===== src/rtl/vadf_decoder.sv =====
// VADF receive decoder: Hamming-corrected location field and a two-stage
// valid/ready pipeline that rebuilds a 32-bit approximate value.
module vadf_decoder #(
    parameter logic [1:0] a = 2'd1,
    parameter logic [1:0] b = 2'd2,
    parameter logic [1:0] c = 2'd3
) (
    input  logic        clk,
    input  logic        rst,
    input  logic        in_valid,
    output logic        in_ready,
    input  logic [1:0]  mode_sel,
    input  logic [15:0] in_code,
    output logic        out_valid,
    input  logic        out_ready,
    output logic [31:0] out_data,
    output logic        err_corrected,
    output logic        err_detected,
    output logic [15:0] cnt_corr,
    output logic [15:0] cnt_det
);
    localparam logic [1:0] F_BAD = 2'd0;
    localparam logic [1:0] F_16  = 2'd1;
    localparam logic [1:0] F_12  = 2'd2;
    localparam logic [1:0] F_8   = 2'd3;

    logic        en;
    logic        hs;
    logic        is16;
    logic        is12;
    logic        is8;

    logic [4:0]  hl;
    logic [3:0]  he;
    logic [2:0]  syn;
    logic [4:0]  hloc;
    logic        hcorr;

    logic        s1_valid_q, s1_valid_d;
    logic [1:0]  s1_fmt_q,   s1_fmt_d;
    logic [4:0]  s1_loc_q,   s1_loc_d;
    logic [5:0]  s1_dat_q,   s1_dat_d;
    logic        s1_zero_q,  s1_zero_d;
    logic        s1_corr_q,  s1_corr_d;
    logic        s1_det_q,   s1_det_d;

    logic        out_valid_q, out_valid_d;
    logic [31:0] out_data_q,  out_data_d;
    logic        corr_q,      corr_d;
    logic        det_q,       det_d;
    logic [15:0] cnt_corr_q,  cnt_corr_d;
    logic [15:0] cnt_det_q,   cnt_det_d;

    logic [31:0] one_l;
    logic [31:0] mask;
    logic [31:0] dext;
    logic [31:0] recon;

    assign en       = ~out_valid_q | out_ready;
    assign in_ready = en;
    assign hs       = out_valid_q & out_ready;

    assign is16 = (mode_sel != 2'd0) && (mode_sel == a);
    assign is12 = (mode_sel != 2'd0) && (mode_sel == b) && !is16;
    assign is8  = (mode_sel != 2'd0) && (mode_sel == c) && !is16 && !is12;

    // Location field and check bits sit at different offsets in 16/12-bit codes.
    always_comb begin
        hl    = is16 ? in_code[14:10] : in_code[11:7];
        he    = is16 ? in_code[9:6]   : in_code[6:3];
        syn   = {he[3] ^ hl[4] ^ hl[2] ^ hl[1],
                 he[2] ^ hl[4] ^ hl[3] ^ hl[1],
                 he[1] ^ hl[4] ^ hl[3] ^ hl[2]};
        hloc  = hl;
        hcorr = 1'b0;
        case (syn)
            3'b111: begin hloc[4] = ~hl[4]; hcorr = 1'b1; end
            3'b011: begin hloc[3] = ~hl[3]; hcorr = 1'b1; end
            3'b101: begin hloc[2] = ~hl[2]; hcorr = 1'b1; end
            3'b110: begin hloc[1] = ~hl[1]; hcorr = 1'b1; end
            3'b100, 3'b010, 3'b001: hcorr = 1'b1;
            default: hcorr = 1'b0;
        endcase
    end

    always_comb begin
        s1_valid_d = in_valid;
        s1_fmt_d   = F_BAD;
        s1_loc_d   = '0;
        s1_dat_d   = '0;
        s1_zero_d  = 1'b0;
        s1_corr_d  = 1'b0;
        s1_det_d   = 1'b1;
        if (is16) begin
            s1_fmt_d  = F_16;
            s1_loc_d  = hloc;
            s1_dat_d  = in_code[5:0];
            s1_zero_d = (in_code == 16'd0);
            s1_corr_d = hcorr;
            s1_det_d  = (he[0] ^ hl[0]) | (in_code[15] ^ (^in_code[5:0]));
        end else if (is12) begin
            s1_fmt_d  = F_12;
            s1_loc_d  = hloc;
            s1_dat_d  = {3'd0, in_code[2:0]};
            s1_zero_d = (in_code[11:0] == 12'd0);
            s1_corr_d = hcorr;
            s1_det_d  = he[0] ^ hl[0];
        end else if (is8) begin
            s1_fmt_d  = F_8;
            s1_loc_d  = in_code[7:3];
            s1_dat_d  = {4'd0, in_code[1:0]};
            s1_zero_d = (in_code[7:0] == 8'd0);
            s1_det_d  = in_code[2] ^ (^in_code[7:3]);
        end
    end

    // Leading one at L, mantissa bits right below it, zero-filled tail.
    always_comb begin
        one_l = 32'd1 << s1_loc_q;
        mask  = one_l - 32'd1;
        dext  = {26'd0, s1_dat_q};
        case (s1_fmt_q)
            F_16: recon = (s1_loc_q < 5'd6)
                        ? (one_l | (dext & mask))
                        : (one_l | (dext << (s1_loc_q - 5'd6)));
            F_12: recon = (s1_loc_q < 5'd3)
                        ? (one_l | (dext & mask))
                        : (one_l | (dext << (s1_loc_q - 5'd3)));
            F_8:  recon = (s1_loc_q == 5'd1)
                        ? (32'd2 | {31'd0, s1_dat_q[0]})
                        : (one_l | (dext << (s1_loc_q - 5'd2)));
            default: recon = '0;
        endcase
    end

    always_comb begin
        out_valid_d = s1_valid_q;
        out_data_d  = recon;
        corr_d      = s1_corr_q;
        det_d       = s1_det_q;
        if (s1_fmt_q == F_BAD) begin
            out_data_d = '0;
            corr_d     = 1'b0;
            det_d      = 1'b1;
        end else if (s1_zero_q) begin
            out_data_d = '0;
            corr_d     = 1'b0;
            det_d      = 1'b0;
        end else if (s1_loc_q == 5'd0) begin
            out_data_d = '0;
            det_d      = 1'b1;
        end
    end

    always_comb begin
        cnt_corr_d = cnt_corr_q;
        cnt_det_d  = cnt_det_q;
        if (hs && corr_q && (cnt_corr_q != 16'hFFFF))
            cnt_corr_d = cnt_corr_q + 16'd1;
        if (hs && det_q && (cnt_det_q != 16'hFFFF))
            cnt_det_d = cnt_det_q + 16'd1;
    end

    always_ff @(posedge clk) begin
        if (rst) begin
            s1_valid_q  <= 1'b0;
            s1_fmt_q    <= F_BAD;
            s1_loc_q    <= '0;
            s1_dat_q    <= '0;
            s1_zero_q   <= 1'b0;
            s1_corr_q   <= 1'b0;
            s1_det_q    <= 1'b0;
            out_valid_q <= 1'b0;
            out_data_q  <= '0;
            corr_q      <= 1'b0;
            det_q       <= 1'b0;
            cnt_corr_q  <= '0;
            cnt_det_q   <= '0;
        end else begin
            if (en) begin
                s1_valid_q  <= s1_valid_d;
                s1_fmt_q    <= s1_fmt_d;
                s1_loc_q    <= s1_loc_d;
                s1_dat_q    <= s1_dat_d;
                s1_zero_q   <= s1_zero_d;
                s1_corr_q   <= s1_corr_d;
                s1_det_q    <= s1_det_d;
                out_valid_q <= out_valid_d;
                out_data_q  <= out_data_d;
                corr_q      <= corr_d;
                det_q       <= det_d;
            end
            cnt_corr_q <= cnt_corr_d;
            cnt_det_q  <= cnt_det_d;
        end
    end

    assign out_valid     = out_valid_q;
    assign out_data      = out_data_q;
    assign err_corrected = corr_q;
    assign err_detected  = det_q;
    assign cnt_corr      = cnt_corr_q;
    assign cnt_det       = cnt_det_q;
endmodule


===== config.mk =====
export PLATFORM = sky130hd
export DESIGN_NAME = vadf_decoder
export DESIGN_NICKNAME = d
export VERILOG_FILES = /design/src/rtl/vadf_decoder.sv
export SDC_FILE = /design/constraint.sdc
export NUM_CORES = 1
export LEC_CHECK = 0
export ABC_AREA = 1
export BUFFER_PORTS_ARGS = -buffer_cell sky130_fd_sc_hd__clkbuf_2
export CORE_ASPECT_RATIO = 1.4
export CORE_MARGIN = 2
export CORE_UTILIZATION = 60
export DETAILED_ROUTE_END_ITERATION = 10
export GPL_TIMING_DRIVEN = 1
export PLACE_DENSITY = 0.87
export SETUP_SLACK_MARGIN = 0.1
export SLEW_MARGIN = 20
export SYNTH_ARGS = -nofsm -noshare
export SYNTH_HDL_FRONTEND = slang
export SYNTH_SLANG_ARGS = --single-unit

===== constraint.sdc =====
create_clock -name clk -period 2.71 [get_ports clk]
set_clock_uncertainty 0.1 [all_clocks]
set_input_delay 0.271 -clock clk [delete_from_list [all_inputs] [get_ports clk]]
set_output_delay 0.271 -clock clk [all_outputs]
set_load 0.01 [all_outputs]

==> results of run 1 <==
-- state kept, by name (all words and copies together), names as in the netlist --
register	flops
cnt_corr	16
cnt_det	16
err_corrected	1
err_detected	1
out_data	32
out_valid	1
out_valid_d	1
s1_corr_q	1
s1_dat_q	6
s1_det_q	1
s1_fmt_q	2
s1_loc_q	5
s1_zero_q	1
-- worst min-delay path, delay by kind of cell --
family / cells / cell delay, ns
AOI/OAI and AO/OA: 1 / 0.05
buffers and inverters: 1 / 0.12
and+or+nand+nor: 1 / 0.08
-- stage by stage --
stage          setup WS [ns]  instance area [sq um]
6_report               0.235                   8030
5_1_grt                0.120                   8030
3_3_place_gp           0.191                   7700
2_1_floorplan          0.413                   7110
4_1_cts                0.124                   8010
3_5_place_dp           0.140                   7700
-- worst max-delay path by stage --
| stage | start | end | slack [ns] |
|---|---|---|---|
| after global placement | s1_loc_q[0]$_SDFFE_PP0P_ | out_data[28]$_SDFFE_PP0P_ | 0.19 |
| after floorplan | s1_loc_q[0]$_SDFFE_PP0P_ | out_data[21]$_SDFFE_PP0P_ | 0.41 |
| after detailed placement | s1_loc_q[0]$_SDFFE_PP0P_ | out_data[8]$_SDFFE_PP0P_ | 0.14 |
| final | s1_loc_q[0]$_SDFFE_PP0P_ | out_data[25]$_SDFFE_PP0P_ | 0.24 |
| after CTS | s1_loc_q[0]$_SDFFE_PP0P_ | out_data[8]$_SDFFE_PP0P_ | 0.12 |
| after global routing | s1_loc_q[0]$_SDFFE_PP0P_ | out_data[25]$_SDFFE_PP0P_ | 0.12 |
-- what timing repair did --
item,4_1_cts,5_1_grt
gates resized for setup,0,10
hold endpoints to repair,0,0
endpoints found under the setup margin,0,30
-- layer usage --
layer	GRT usage	up-vias	share of wire
met5	0	-	0
met4	0.333	0	0.090
met1	0.475	3970	0.35
li1	-	4158	-
met2	0.655	562	0.47
met3	0.113	180	0.092
-- logic make-up after synthesis --
family,Yosys count,synth area share
adder cells (fa/ha/maj),14,0.0246
AND/OR/NAND/NOR,749,0.457
AO/OA/AOI/OAI,187,0.142
flip-flops,84,0.237
XOR/XNOR,23,0.0373
buffers and inverters,158,0.103
-- area by class of cell --
cell class | count | share of cell area
sequential | 84 | 0.210
inverter | 108 | 0.0519
timing repair buffer | 123 | 0.0888
tap | 147 | 0.0229
multi-input combinational | 973 | 0.589
clock buffer | 9 | 0.0281
clock inverter | 7 | 0.00951
-- placed cells by master (no fill, tap or decap), drive strengths merged --
cell type | Yosys | routed
a41oi | 1 | 1
a22oi | 2 | 2
o211a | 1 | 1
o221ai | 1 | 1
o41ai | 1 | 1
a221oi | 1 | 1
nand3b | 6 | 6
or2 | 2 | 2
ha | 14 | 14
xnor2 | 11 | 11
a21boi | 1 | 1
nor3 | 13 | 13
o211ai | 4 | 4
a211oi | 2 | 2
buf | 35 | 34
nor4 | 2 | 2
nand4 | 19 | 19
o21ai | 81 | 81
nor3b | 1 | 1
o21bai | 1 | 1
xor2 | 12 | 12
clkbuf | 15 | 98
a31oi | 3 | 3
clkinv | 3 | 6
dfxtp | 84 | 84
a21oi | 80 | 80
clkinvlp | 0 | 1
nor2 | 95 | 95
o22ai | 8 | 8
nand2 | 437 | 437
nand3 | 174 | 174
inv | 105 | 108
-- power groups by stage --
stage / Combinational, uW / Clock (uW) / Sequential [uW]
after CTS: 1260 / 1280 / 1290
after floorplan: 895 / 0 / 1310
after global placement: 1250 / 0 / 1320
after detailed placement: 1250 / 0 / 1320
after global routing: 1410 / 1320 / 1300
final: 1320 / 1290 / 1290
==> results.yml, run 1 <==
run_status:
  status: "complete, no violations"
power_and_ir_drop:
  powerDensity_nw_per_um2: 487
  internal-power_uw: 2290
  power_uw: 3910
  swShare: 0.415
  seqPwrFrac: 0.331
  power_leakage_uw: 0.00373
  clockPowerShare: 0.330
  combPwrFrac: 0.338
  power_switching_uw: 1620
  vdd_drop_max_v: 0.000469
critical_path:
  r2r-end: "out_data[25]$_SDFFE_PP0P_"
  crit_buf_inv: 1
  cp_common_cell: "nand2_1"
  reg2reg_depth: 11
  critPathArrivalTime_ns: 2.60
  crit_fanout: 14
  cp_data_required_time_ns: 2.83
  cp-start-kind: "flop"
  worstPathCellList: "ha_1 > ha_1 > clkinvlp_4 > nand3_1 > nand2_1 > nand2_1 > nor2_1 > o21ai_0 > nand2_1 > nand2_1 > a21oi_1"
  crit_family: "adder cells"
  cpMaxStageDelayCell: "dfxtp_2"
  r2r-start: "s1_loc_q[0]$_SDFFE_PP0P_"
  max_stage_delay_ns: 0.39
  endpoint_kind: "flop"
  r2r_slack_ns: 0.24
  crit_cells: 11
  crit_type: "flop to flop"
detailed_routing:
  route.detailed.drc: 0
  vias: 8870
  dr.first_iter.drc_count: 711
  wirelength_microns: 26600
  firstDrtPassIters: 10
  ant_nets: 0
  routedWlPerCell_microns: 18.4
  viasPerCell: 6.11
cts:
  cts_max_path_buffers: 2
  htreeDepth: 3
  cts-buffers-inserted: 9
  post_cts_buffers: 0
  cts.sinks: 84
  clk_pin_slew_ns: 0.08
  cts_hold_buf: 0
  cts_tree: "yes"
  clk_latency_ns: 0.35
  clockRootBuffer: "clkbuf_16"
yosys:
  netlist.area_leader.share: 0.237
  syn-num-nets: 1251
  async_flop_share: 0
  synth.largest_area_cell: "dfxtp_1"
  netlist_top_cells_count: "423 x nand2_1, 172 x nand3_1, 95 x inv_1"
  synth.distinct_cells: 50
  ys_seq_elements: 84
  syn_inst: 1215
  synth.top_cells.by_area: "dfxtp_1 24%, nand2_1 22%, nand3_1 12%"
  yosys.cell_count.top_type: "nand2_1"
  syn_avg_cell_area_sq_um: 5.85
  yosys_warnings: 0
  synth_area_sq_um: 7110
  synth_flop_cell: "dfxtp_1"
  synth_seq_area_share: 0.237
  synth_edf_count: 0
floorplanning:
  initial_core_util: 0.607
  dieArea_sq_um: 12700
  die_h_microns: 133
  io-pin-count: 90
  rows: 47
  coreArea_sq_um: 11700
  die_w_microns: 96.0
job:
  max_cap_violations: 0
timing:
  rsz0062_at_grt: "false"
  timing.fmax_mhz: 404
  min_period_ns: 2.47
  maxSlewHeadroom: 0.483
  hold_slack_ns: 0.109
  setup_viol: 0
  period_share: 0.913
  hold_violations: 0
  slew_viol_final: 0
  tightest_slew_ns: 0.774
  setup_tns_ns: 0
min_path:
  min_to: "s1_dat_q[3]$_SDFFE_PP0P_"
  min_path_type: "primary input to flop"
  min_path_cells: 3
  worstHoldStart: "in_code[3]"
placed_design:
  dp_cells: 1435
  gp_congestion: 1.18
  numPortBuffers: 89
  dp_hpwl_microns: 19700
finish:
  layout-drive-gt1-share: 0.146
  fin_cells: 1451
  area_growth_pct: 13.0
  diodes: 0
  nets: 1335
  final_util: 0.686
  nFillCells: 1097
  ff_latch_area_sq_um: 1680
  multiInputGateArea_sq_um: 4730
global_routing:
  globalRouteTotalUtil: 0.422
  grt_max_degree: 57
  grt_pass1_wl_microns: 41600
  antenna_found_initial: 0
  grt_pass1_vias: 8228
  gr-total-overflow: 0
Power figures use the tool's default switching activity.
==> inputs of run 2 (changes only) <==
Settings changed: CORE_MARGIN 2 to not set.
==> run 2 against run 1 <==
Net effect: worst setup slack better by 0.059 ns; critical path depth is 2 higher; total power rose by 0.45%; sequential cell count did not move; first-iteration DRC count rose by 21%; sequential share of layout area about the same; die area down 3.6%; sequential power hardly changed; hold slack about the same; core utilization rose by 1.4 points; count of clock-buffer cells in the layout unchanged; design area decreased by 0.14%; critical path type unchanged; largest cell class unchanged.
==> results.yml, run 2 (synthesis results as in run 1) <==
run_status:
  status: "complete, no violations"
timing:
  period_share: 0.892
  tightest_slew_ns: 0.815
  setup_tns_ns: 0
  rsz0062_at_grt: "false"
  hold_slack_ns: 0.109
  min_period_ns: 2.42
  setup_viol: 0
  slew_viol_final: 0
  maxSlewHeadroom: 0.456
  timing.fmax_mhz: 414
  hold_violations: 0
critical_path:
  crit_fanout: 9
  cp-start-kind: "flop"
  cp_data_required_time_ns: 2.82
  critPathArrivalTime_ns: 2.53
  crit_type: "flop to flop"
  endpoint_kind: "flop"
finish:
  final_common_cell: "nand2_1"
  nFillCells: 1035
  nets: 1333
  fin_cells: 1446
  area_growth_pct: 12.8
  layout-drive-gt1-share: 0.144
  diodes: 0
  final_cell_mix: "423 x nand2_1, 170 x nand3_1, 94 x inv_1, 89 x clkbuf_2, 87 x nor2_1"
  multiInputGateArea_sq_um: 4730
  largest_register_ffs: 32
  ff_latch_area_sq_um: 1680
global_routing:
  antenna_found_initial: 0
  grt_pass1_vias: 8017
  grt_max_degree: 57
  grt_pass1_wl_microns: 41700
  globalRouteTotalUtil: 0.448
  gr-total-overflow: 0
floorplanning:
  io-pin-count: 90
  die_h_microns: 131
  initial_core_util: 0.621
  coreArea_sq_um: 11500
  rows: 46
  dieArea_sq_um: 12300
  die_w_microns: 94.0
cts:
  cts_tree: "yes"
  cts-buffers-inserted: 9
  cts_hold_buf: 0
  cts_max_path_buffers: 2
  clockRootBuffer: "clkbuf_16"
  clk_latency_ns: 0.35
  ctsResizeCount: 0
  clk_pin_slew_ns: 0.07
  cts.sinks: 84
  htreeDepth: 3
  post_cts_buffers: 0
detailed_routing:
  dr.first_iter.drc_count: 859
  viasPerCell: 6.07
  routedWlPerCell_microns: 18.5
  firstDrtPassIters: 7
  wirelength_microns: 26800
  vias: 8783
  ant_nets: 0
  route.detailed.drc: 0
power_and_ir_drop:
  power_uw: 3930
  vdd_drop_max_v: 0.000479
  power_leakage_uw: 0.00374
  powerDensity_nw_per_um2: 490
placed_design:
  numPortBuffers: 89
  gp_congestion: 1.09
  dp_cells: 1430
  dp_hpwl_microns: 19700
job:
  max_cap_violations: 0
min_path:
  min_path_type: "primary input to flop"
## run 2: cell type report
| cell class | instances | share of cell area |
|---|---|---|
| multi-input cells | 973 | 0.589 |
| flip-flops and latches | 84 | 0.210 |
| repair buffers | 121 | 0.0875 |
| inverters | 108 | 0.0524 |
| clock buffers | 9 | 0.0281 |
| well taps | 144 | 0.0225 |
| clock inverters | 7 | 0.0101 |
## run 2: path summary, 6_finish.rpt
check / endpoint / depth (start not counted) / slack [ns] / start
worst max-delay path: out_data[10]$_SDFFE_PP0P_ / 13 / 0.29 / s1_loc_q[0]$_SDFFE_PP0P_
worst min-delay path: out_valid_d$_SDFFE_PP0P_ / 3 / 0.11 / in_valid
worst max register to register: out_data[10]$_SDFFE_PP0P_ / 13 / 0.29 / s1_loc_q[0]$_SDFFE_PP0P_
worst min register to register: out_valid_d$_SDFFE_PP0P_ / 2 / 0.36 / out_valid_d$_SDFFE_PP0P_
## run 2: report_power, final
| group | switching, uW | internal (uW) | leakage [uW] | total [uW] |
|---|---|---|---|---|
| Sequential | 33.2 | 1260 | 0.000681 | 1290 |
| Combinational | 966 | 370 | 0.00291 | 1340 |
| Clock | 565 | 731 | 0.000153 | 1300 |
| Total | 1560 | 2360 | 0.00374 | 3930 |
## run 2: per-layer routing
layer,vias up,wire (microns),GRT usage
li1,4153,-,-
met1,3911,9440,0.500
met2,569,12600,0.742
met3,150,2570,0.0955
met4,0,2190,0.346
met5,-,0,0
## run 2: critical path: stages, from the launching register on
cell and delay, ns:
dfxtp_1 0.40, buf_4 0.19, ha_1 0.17, nand2_1 0.11, inv_1 0.12, nand2_2 0.12, nand2_2 0.14, inv_2 0.09
nand2_1 0.24, inv_1 0.14, a21oi_1 0.16, nand3_1 0.15, nand2_1 0.09, a21oi_1 0.06
## run 2: per-stage QoR
step,setup slack (ns),utilization,cell area [sq um]
2_1_floorplan,0.413,-,7110
3_3_place_gp,0.355,0.671,7680
3_5_place_dp,0.302,0.671,7680
4_1_cts,0.306,0.698,7990
5_1_grt,0.114,0.700,8020
6_report,0.294,0.700,8020
